File: src/rtl/uart_pkg.sv
// Shared definitions for the UART receive path: frame width, default bit period
// and the receiver FSM state type.
package uart_pkg;

    localparam int DATA_BITS            = 8;
    localparam int CLKS_PER_BIT_DEFAULT = 434;

    typedef enum logic [2:0] {
        ST_IDLE      = 3'd0,
        ST_START     = 3'd1,
        ST_DATA      = 3'd2,
        ST_STOP      = 3'd3,
        ST_WAIT_HIGH = 3'd4
    } rx_state_t;

endpackage

File: src/rtl/uart_bit_timer.sv
// Bit-period counter: counts 0..PERIOD-1 while enabled and flags terminal count
// at either the half period (start-bit centre) or the full period.
module uart_bit_timer #(
    parameter int PERIOD = 434
) (
    input  logic clk,
    input  logic rst_n,
    input  logic clear,
    input  logic enable,
    input  logic half,
    output logic tc
);

    localparam int W = $clog2(PERIOD);
    localparam logic [W-1:0] FULL_TC = W'(PERIOD - 1);
    localparam logic [W-1:0] HALF_TC = W'(PERIOD / 2 - 1);

    logic [W-1:0] count;

    // Counter wraps to zero on every terminal count so each sample restarts the period.
    assign tc = enable && (count == (half ? HALF_TC : FULL_TC));

    always_ff @(posedge clk or negedge rst_n) begin
        if (!rst_n) begin
            count <= '0;
        end else if (clear) begin
            count <= '0;
        end else if (enable) begin
            count <= tc ? '0 : count + 1'b1;
        end
    end

endmodule

File: src/rtl/uart_rx_ctrl.sv
// UART receive controller: detects the start edge, samples mid-bit, assembles
// LSB-first bytes and presents them on a valid/ready output with overrun tracking.
module uart_rx_ctrl #(
    parameter int CLKS_PER_BIT = uart_pkg::CLKS_PER_BIT_DEFAULT,
    parameter int DATA_BITS    = uart_pkg::DATA_BITS
) (
    input  logic                 Clk,
    input  logic                 Rst_n,
    input  logic                 RxFilt,
    input  logic                 RxReady,
    input  logic                 ClrOvr,
    output logic [DATA_BITS-1:0] RxData,
    output logic                 RxValid,
    output logic                 FrameErr,
    output logic                 Overrun,
    output logic                 Busy,
    output uart_pkg::rx_state_t  DbgState
);

    import uart_pkg::rx_state_t;
    import uart_pkg::ST_IDLE;
    import uart_pkg::ST_START;
    import uart_pkg::ST_DATA;
    import uart_pkg::ST_STOP;
    import uart_pkg::ST_WAIT_HIGH;

    localparam int IW = $clog2(DATA_BITS + 1);
    localparam logic [IW-1:0] LAST_BIT = IW'(DATA_BITS - 1);

    rx_state_t              state;
    rx_state_t              next_state;
    logic                   prev_rx;
    logic [IW-1:0]          bit_idx;
    logic [DATA_BITS-1:0]   shift_reg;
    logic                   tmr_clear;
    logic                   tmr_en;
    logic                   tmr_half;
    logic                   tmr_tc;
    logic                   good_frame;
    logic                   handshake;

    uart_bit_timer #(.PERIOD(CLKS_PER_BIT)) u_timer (
        .clk    (Clk),
        .rst_n  (Rst_n),
        .clear  (tmr_clear),
        .enable (tmr_en),
        .half   (tmr_half),
        .tc     (tmr_tc)
    );

    always_ff @(posedge Clk or negedge Rst_n) begin
        if (!Rst_n) state <= ST_IDLE;
        else        state <= next_state;
    end

    always_comb begin
        next_state = state;
        case (state)
            ST_IDLE:      if (prev_rx && !RxFilt) next_state = ST_START;
            ST_START:     if (tmr_tc) next_state = RxFilt ? ST_IDLE : ST_DATA;
            ST_DATA:      if (tmr_tc && bit_idx == LAST_BIT) next_state = ST_STOP;
            ST_STOP:      if (tmr_tc) next_state = RxFilt ? ST_IDLE : ST_WAIT_HIGH;
            ST_WAIT_HIGH: if (RxFilt) next_state = ST_IDLE;
            default:      next_state = ST_IDLE;
        endcase
    end

    always_comb begin
        Busy      = (state != ST_IDLE);
        tmr_clear = (state == ST_IDLE) || (state == ST_WAIT_HIGH);
        tmr_en    = (state == ST_START) || (state == ST_DATA) || (state == ST_STOP);
        tmr_half  = (state == ST_START);
    end

    assign DbgState = state;

    // Output handshake: a byte is transferred in any cycle where RxValid and RxReady
    // are both 1; RxData is held stable while RxValid=1 and the byte is unconsumed.
    assign handshake  = RxValid && RxReady;
    assign good_frame = (state == ST_STOP) && tmr_tc && RxFilt;

    always_ff @(posedge Clk or negedge Rst_n) begin
        if (!Rst_n) begin
            prev_rx   <= 1'b1;
            bit_idx   <= '0;
            shift_reg <= '0;
            FrameErr  <= 1'b0;
        end else begin
            prev_rx  <= RxFilt;
            FrameErr <= (state == ST_STOP) && tmr_tc && !RxFilt;
            if (state == ST_START && tmr_tc) begin
                bit_idx <= '0;
            end else if (state == ST_DATA && tmr_tc) begin
                shift_reg <= {RxFilt, shift_reg[DATA_BITS-1:1]};
                bit_idx   <= bit_idx + 1'b1;
            end
        end
    end

    // A byte completing while the previous one is still held and not being taken is dropped.
    always_ff @(posedge Clk or negedge Rst_n) begin
        if (!Rst_n) begin
            RxData  <= '0;
            RxValid <= 1'b0;
            Overrun <= 1'b0;
        end else begin
            if (good_frame && (!RxValid || handshake)) begin
                RxData  <= shift_reg;
                RxValid <= 1'b1;
            end else if (handshake) begin
                RxValid <= 1'b0;
            end
            if (good_frame && RxValid && !RxReady) Overrun <= 1'b1;
            else if (ClrOvr)                       Overrun <= 1'b0;
        end
    end

endmodule

File: config.mk
export PLATFORM = sky130hd
export DESIGN_NAME = uart_rx_ctrl
export DESIGN_NICKNAME = d
export VERILOG_FILES = /design/src/rtl/uart_pkg.sv /design/src/rtl/uart_bit_timer.sv /design/src/rtl/uart_rx_ctrl.sv
export SDC_FILE = /design/constraint.sdc
export NUM_CORES = 1
export LEC_CHECK = 0
export CAP_MARGIN = 30
export CELL_PAD_IN_SITES_DETAIL_PLACEMENT = 1
export CELL_PAD_IN_SITES_GLOBAL_PLACEMENT = 1
export CORE_AREA = 2 2 79 62
export DETAILED_ROUTE_END_ITERATION = 7
export DIE_AREA = 0 0 81 64
export PLACE_DENSITY = 0.8
export SKIP_CTS_REPAIR_TIMING = 1
export SLEW_MARGIN = 20
export SYNTH_ARGS = -nofsm -noshare
export SYNTH_HDL_FRONTEND = slang
export SYNTH_HIERARCHICAL = 1
export SYNTH_SLANG_ARGS = --single-unit
File: constraint.sdc
create_clock -name Clk -period 2.8 [get_ports Clk]
set_input_delay 0.56 -clock Clk [delete_from_list [all_inputs] [get_ports Clk]]
set_output_delay 0.56 -clock Clk [all_outputs]
set_load 0.03 [all_outputs]
==> reports/qor.csv <==
stage,metric,value,unit
synth,Post-synth EDFFs,0,
synth,Post-Syn Area,0.00171,mm2
placed_design,gpl congestion,0.746,
sta,Setup Skew,0.00660,ns
pwr,Int Power,0.000915,W
sta,Final Cycle Share,88.0,%
clocking,clock edge transition at the registers on the reported setup and hold paths,0.08,ns
pwr,combinational share of power,13.3,%
drt,ANT nets after route,0,
placed_design,IO buf count,19,
pwr,NetSw,0.000366,W
die,Die Wd,81,um
pwr,sequential share of power,50.5,%
layout,Reg area,902,um2
placed_design,placed cell count,224,
pwr,Peak VDD IR,0.255,mV
synth,leading area contributor after synthesis,dfrtp_1,
synth,Post-synth top cells,"dfrtp_1 (35), mux2_2 (16), nand2_1 (11)",
layout,area of the multi-input gates,754,um2
drt,vias per cell,5.45,
synth,number of synthesized register bits,36,
setup_path,Worst EP required,2.24,ns
synth,Synth top area share,51.3,%
pwr,PwrDens,619,mW/mm2
drt,first-pass iteration count of the detailed router,4,
drt,wire per inst,17.2,um
setup_path,Reg2Reg Capture Point,DbgState[0]$_DFFE_PN0P_,
die,core area,0.00436,mm2
synth,syn_nets,157,
worst_hold_path,"Endpoint, Worst Hold",RxData[1]$_DFFE_PN0P_,
worst_hold_path,hold_sp,RxData[1]$_DFFE_PN0P_,
sta,Worst-Margin Slew,0.491,ns
sta,minimum clock period,2.46,ns
synth,asr flop ratio synth,100,%
clocking,H-tree Lvls,2,
drt,DRT iter0 DRCs,60,
global_route,vias in the first global route,1408,
global_route,first-pass GRT wire length,6990,um
global_route,Tot GR Track Use,18.1,%
setup_path,critical path type,reg2out,
layout,# diodes,0,
setup_path,CP max FO,15,
setup_path,Setup crit end kind,output port,
global_route,initial antenna violation count,0,
clocking,CTS tree,yes,
status,run status,completed,
clocking,clk root buf,clkbuf_8,
global_route,global route total overflow,0,
pwr,clock share of power,36.2,%
sta,Max-slew headroom,67.3,%
drt,Vias,1265,
global_route,largest net degree at the start of global routing,37,
sta,Highest Clock Rate,0.406,GHz
worst_hold_path,worst min path class,reg2reg,
pwr,sw frac,28.6,%
die,DIE AREA,0.00518,mm2
worst_hold_path,hold path cells,1,
layout,fin cells,232,
layout,Layout area overhead,21.3,%
layout,max FFs per register,9,
sta,Final setup viols,0,
synth,Post-Synthesis Cells,150,
die,Rows,21,
synth,Main synth FF type,dfrtp_1,
clocking,clock sink total,36,
synth,yosys warns,6,
synth,sequential-to-total area share from yosys stat,52.9,%
sta,Slew Limit Fails,0,
synth,top post-synthesis cells by area,"dfrtp_1 (51%), mux2_2 (11%), nand2_1 (2.4%)",
drt,detailed-route DRC error count,0,
synth,Yosys cell types,40,
setup_path,arrival time worst endpoint,1.90,ns
clocking,clk_lat worst skew,0.29,ns
setup_path,R2R setup slack,0.35,ns
sta,setup_tns,0,ns
sta,final hold violations,0,
setup_path,reg2reg start,DbgState[0]$_DFFE_PN0P_,
layout,fin nets,181,
synth,Avg Synthesized Cell Area,11.4,um2
drt,Routed WL,4000,um
clocking,Clock Path Buffers,2,
pwr,Leak,0.903,nW
placed_design,hpwl dp,2690,um
layout,share of layout cells above drive strength 1,20.0,%
layout,filler instances,493,
clocking,cts bufs inserted,5,
die,initial core utilization,39.1,%
sta,unrepaired setup endpoints after global routing,false,
setup_path,R2R cell count,7,
flow_run,max-cap viol count,0,
synth,most frequent cell after synthesis,dfrtp_1,
setup_path,critical path launch point type,register,
die,die height,64,um
die,io pins,20,
-- power by group through the flow --
stage | clock network [W] | logic, W | registers, W
6_report | 0.000464 | 0.000171 | 0.000647
5_1_grt | 0.000497 | 0.000194 | 0.000656
4_1_cts | 0.000475 | 0.000171 | 0.000646
3_5_place_dp | 0 | 0.000168 | 0.000651
3_3_place_gp | 0 | 0.000157 | 0.000646
2_1_floorplan | 0 | 0.000127 | 0.000629
-- logic make-up after synthesis --
kind of cell / Yosys count / share of synthesized area, %
multiplexers: 18 / 11.7
AO/OA/AOI/OAI: 21 / 8.43
AND/OR/NAND/NOR: 59 / 20.0
flip-flops: 36 / 52.9
XOR/XNOR: 5 / 2.57
buffers and inverters: 9 / 2.93
adder cells (fa/ha/maj): 2 / 1.47
-- placed cells by master (no fill, tap or decap), types with 2 or more instances in the layout --
cell type | synthesis | layout
buf_4 | 2 | 4
xor2_1 | 2 | 2
inv_1 | 3 | 3
nand2_1 | 11 | 11
xnor2_1 | 3 | 3
or3_1 | 3 | 3
mux2i_1 | 2 | 2
nor2_1 | 10 | 10
nand3b_1 | 4 | 4
nand3_1 | 5 | 5
clkbuf_8 | 0 | 5
nand2b_1 | 5 | 5
nor3_1 | 6 | 6
o22ai_1 | 3 | 3
and4bb_2 | 2 | 2
clkdlybuf4s50_1 | 0 | 19
a21oi_1 | 3 | 3
nand4_1 | 4 | 4
dfrtp_1 | 35 | 35
ha_1 | 2 | 2
o21ai_0 | 6 | 6
o211ai_1 | 2 | 2
mux2_2 | 16 | 16
a22o_1 | 2 | 2
-- stage by stage --
stage	setup slack [ns]	instance area [um2]	utilization, %	hold WS (ns)	power, W
after floorplan	0.224	1710	-	0.264	0.000756
final	0.335	2070	47.5	0.508	0.00128
after global routing	0.202	2070	47.5	0.533	0.00135
after CTS	0.325	2070	47.5	0.511	0.00129
after global placement	0.648	1960	44.9	0.487	0.000803
after detailed placement	0.467	1960	44.9	0.493	0.000819
-- final cells by class --
cell class	instances	share of cell area (%)
clock buffers	5	3.32
clock inverters	3	2.05
inverters	3	0.544
multi-input cells	105	36.4
flip-flops and latches	36	43.6
well taps	57	3.44
repair buffers	23	10.6
-- worst max-delay path, stage by stage, from the launching register on --
cell,delay (ns)
dfrtp_1,0.55
or3_1,0.45
clkdlybuf4s50_1,0.60
-- how the worst max path moves through the flow --
| stage | cells after the start | startpoint | slack [ns] | to |
|---|---|---|---|---|
| 2_1_floorplan | 9 | DbgState[1]$_DFFE_PN0P_ | 0.22 | RxData[0]$_DFFE_PN0P_ |
| 3_3_place_gp | 7 | DbgState[1]$_DFFE_PN0P_ | 0.65 | RxData[2]$_DFFE_PN0P_ |
| 3_5_place_dp | 6 | DbgState[0]$_DFFE_PN0P_ | 0.47 | RxData[5]$_DFFE_PN0P_ |
| 4_1_cts | 2 | DbgState[1]$_DFFE_PN0P_ | 0.32 | Busy |
| 5_1_grt | 7 | DbgState[0]$_DFFE_PN0P_ | 0.20 | DbgState[0]$_DFFE_PN0P_ |
| 6_report | 2 | DbgState[1]$_DFFE_PN0P_ | 0.34 | Busy |
-- layer usage --
metal	vias up	part of all wire [%]	GRT usage, %
li1	587	-	-
met1	645	42	21.8
met2	26	52	31.1
met3	7	3.7	4.66
met4	0	1.9	6.36
met5	-	0	0
Power figures use the tool's default switching activity.
==> variant, RTL diff (config.mk and constraints unchanged) <==
Reset style: synchronous (`Rst_n` and `rst_n`), changed in 4 clocked blocks.
--- a/src/rtl/uart_bit_timer.sv
+++ b/src/rtl/uart_bit_timer.sv
@@ -20,7 +20,7 @@
     // Counter wraps to zero on every terminal count so each sample restarts the period.
     assign tc = enable && (count == (half ? HALF_TC : FULL_TC));
 
-    always_ff @(posedge clk or negedge rst_n) begin
+    always_ff @(posedge clk) begin
         if (!rst_n) begin
             count <= '0;
         end else if (clear) begin
--- a/src/rtl/uart_rx_ctrl.sv
+++ b/src/rtl/uart_rx_ctrl.sv
@@ -48,7 +48,7 @@
         .tc     (tmr_tc)
     );
 
-    always_ff @(posedge Clk or negedge Rst_n) begin
+    always_ff @(posedge Clk) begin
         if (!Rst_n) state <= ST_IDLE;
         else        state <= next_state;
     end
@@ -79,7 +79,7 @@
     assign handshake  = RxValid && RxReady;
     assign good_frame = (state == ST_STOP) && tmr_tc && RxFilt;
 
-    always_ff @(posedge Clk or negedge Rst_n) begin
+    always_ff @(posedge Clk) begin
         if (!Rst_n) begin
             prev_rx   <= 1'b1;
             bit_idx   <= '0;
@@ -98,7 +98,7 @@
     end
 
     // A byte completing while the previous one is still held and not being taken is dropped.
-    always_ff @(posedge Clk or negedge Rst_n) begin
+    always_ff @(posedge Clk) begin
         if (!Rst_n) begin
             RxData  <= '0;
             RxValid <= 1'b0;
Check against the original RTL: differs if Rst_n is asserted again (counterexample within 4 cycles, from zero or initial values and one cycle with Rst_n low); with Rst_n held inactive, the same outputs for 10 cycles.
==> variant against the unedited design <==
  * Critical endpoint is now RxData[7]
  * Area after synthesis down 0.59%
  * Register-to-register slack better by 0.05 ns
  * Setup slack better by 0.065 ns
  * Via count up 5.9%
  * Worst hold slack worse by 0.047 ns
  * Critical path depth up 6
  * Fmax up 2.7%
  * Sequential cell count unchanged
  * Wire length down 8.6%
  * Sequential power down 13%
  * Power down 9.5%
  * Cell area down 3.9%
  * First-iteration DRC count down 3.3%
==> variant: results <==
[run_status]
status = complete, no violations

[grt]
grt_pass1_vias = 1345
grt_first_pass_wirelength_um = 6403
antenna_found_initial = 0
grt_max_degree = 22
grt_use_total = 0.1583

[worst_setup_path]
crit_family = simple AND/OR/NAND/NOR gates
crit_arrival_ns = 2.62
slowest_stage = dfxtp_1
critPathMaxFanout = 11
slowest_delay_ns = 0.50
worstRegToRegCells = 8

[placed_design]
io_buffer_count = 19
gp_routability_congestion = 0.7620
place_inst = 258
dp.final_hpwl_um = 2708

[drt]
highest_layer = met4
drt-met1-wl_um = 1928
wl_met3_um = 154
drt-initial-drc-count = 58
wire_per_inst_um = 13.73
route.met2.wl_um = 1559
wl_um = 3651
drt_pass1_iterations = 4
via_per_inst = 5.038

[finish]
final_nets = 215
drive_above_1_share = 0.1148
antenna_cells = 0
largest_reg_flops = 9
fill_cells = 535

[power]
comb_power_uw = 228
p_leak_uw = 0.0006814
p_clk_uw = 372
vdd_ir_drop_max_uv = 270.0
p_sw_frac = 0.3070
internal_power_uw = 804.0

[yosys]
yosys-top-cells-area = dfxtp_1, nand2_1, mux2i_1
synthArstFlopShare = 0
synth_fp_nets = 197
ys_seq_area_frac = 0.4248
synthTopCellsByCount = nand2_1, dfxtp_1, nor2_1
synth.avg_cell_area_um2 = 8.930
ys_warn_count = 6
ys_types = 47

[timing]
relSlewSlack = 0.6462
clock-skew-final_ns = 0.008048
finalHoldViolCount = 0

[cts]
ctsLongestPathBuffers = 2
numCtsBuffers = 5
clk_pin_slew_ns = 0.08
htree_levels = 2
cts_root_buf = clkbuf_8
clkLatencyLatePin_ns = 0.29

[min_path]
min_path_cells = 2
hold_path_class = reg -> reg
-- variant: cell types whose count changed after synthesis, sizes merged, moves of 7 or more --
cell   unedited run  this run
a21oi             4        13
nand2            11        39
nor2             10        17
dfxtp             0        36
dfrtp            35         0
mux2             16         0
-- variant: layout make-up --
class,count,area [um2],area share
timing repair buffer,22,212.7,0.1069
tap,57,71.32,0.03583
clock buffer,5,68.82,0.03457
inverter,6,22.52,0.01131
multi-input combinational,137,870.8,0.4375
sequential,36,720.7,0.3620
clock inverter,3,23.77,0.01194
-- variant: cell families after synthesis --
family | Yosys count | share of synthesized area
DFF | 36 | 0.4248
xor gates and xnor gates | 8 | 0.04129
buffers and inverters | 17 | 0.06268
muxes | 8 | 0.04720
adders and majority gates | 2 | 0.01475
and+or+nand+nor | 91 | 0.2869
AOI/OAI and AO/OA | 28 | 0.1224
-- variant: path summary, 6_finish.rpt --
kind,startpoint,to,slack [ns]
min,RxData[0],RxData[0],0.46
min reg2reg,RxData[0],RxData[0],0.46
max reg2reg,DbgState[0],RxData[7],0.40
max,DbgState[0],RxData[7],0.40
-- variant: per-layer routing --
metal / up-vias / GRT usage
li1: 689 / -
met1: 628 / 0.2239
met2: 21 / 0.2293
met3: 2 / 0.04944
met4: 0 / 0.04661
met5: - / 0
-- variant: stage by stage --
| stage | worst slack [ns] | cell area, um2 |
|---|---|---|
| 3_5_place_dp | 0.2591 | 1897 |
| 3_3_place_gp | 0.4200 | 1897 |
| 4_1_cts | 0.2480 | 1989 |
| 6_report | 0.4005 | 1991 |
| 5_1_grt | 0.1354 | 1991 |
| 2_1_floorplan | 0.6224 | 1697 |
-- variant: tightest hold or removal path, delay by kind of cell (launching register included) --
kind             cells  cell delay, ns
muxes                1            0.05
and+or+nand+nor      1            0.05
DFF                  1            0.31
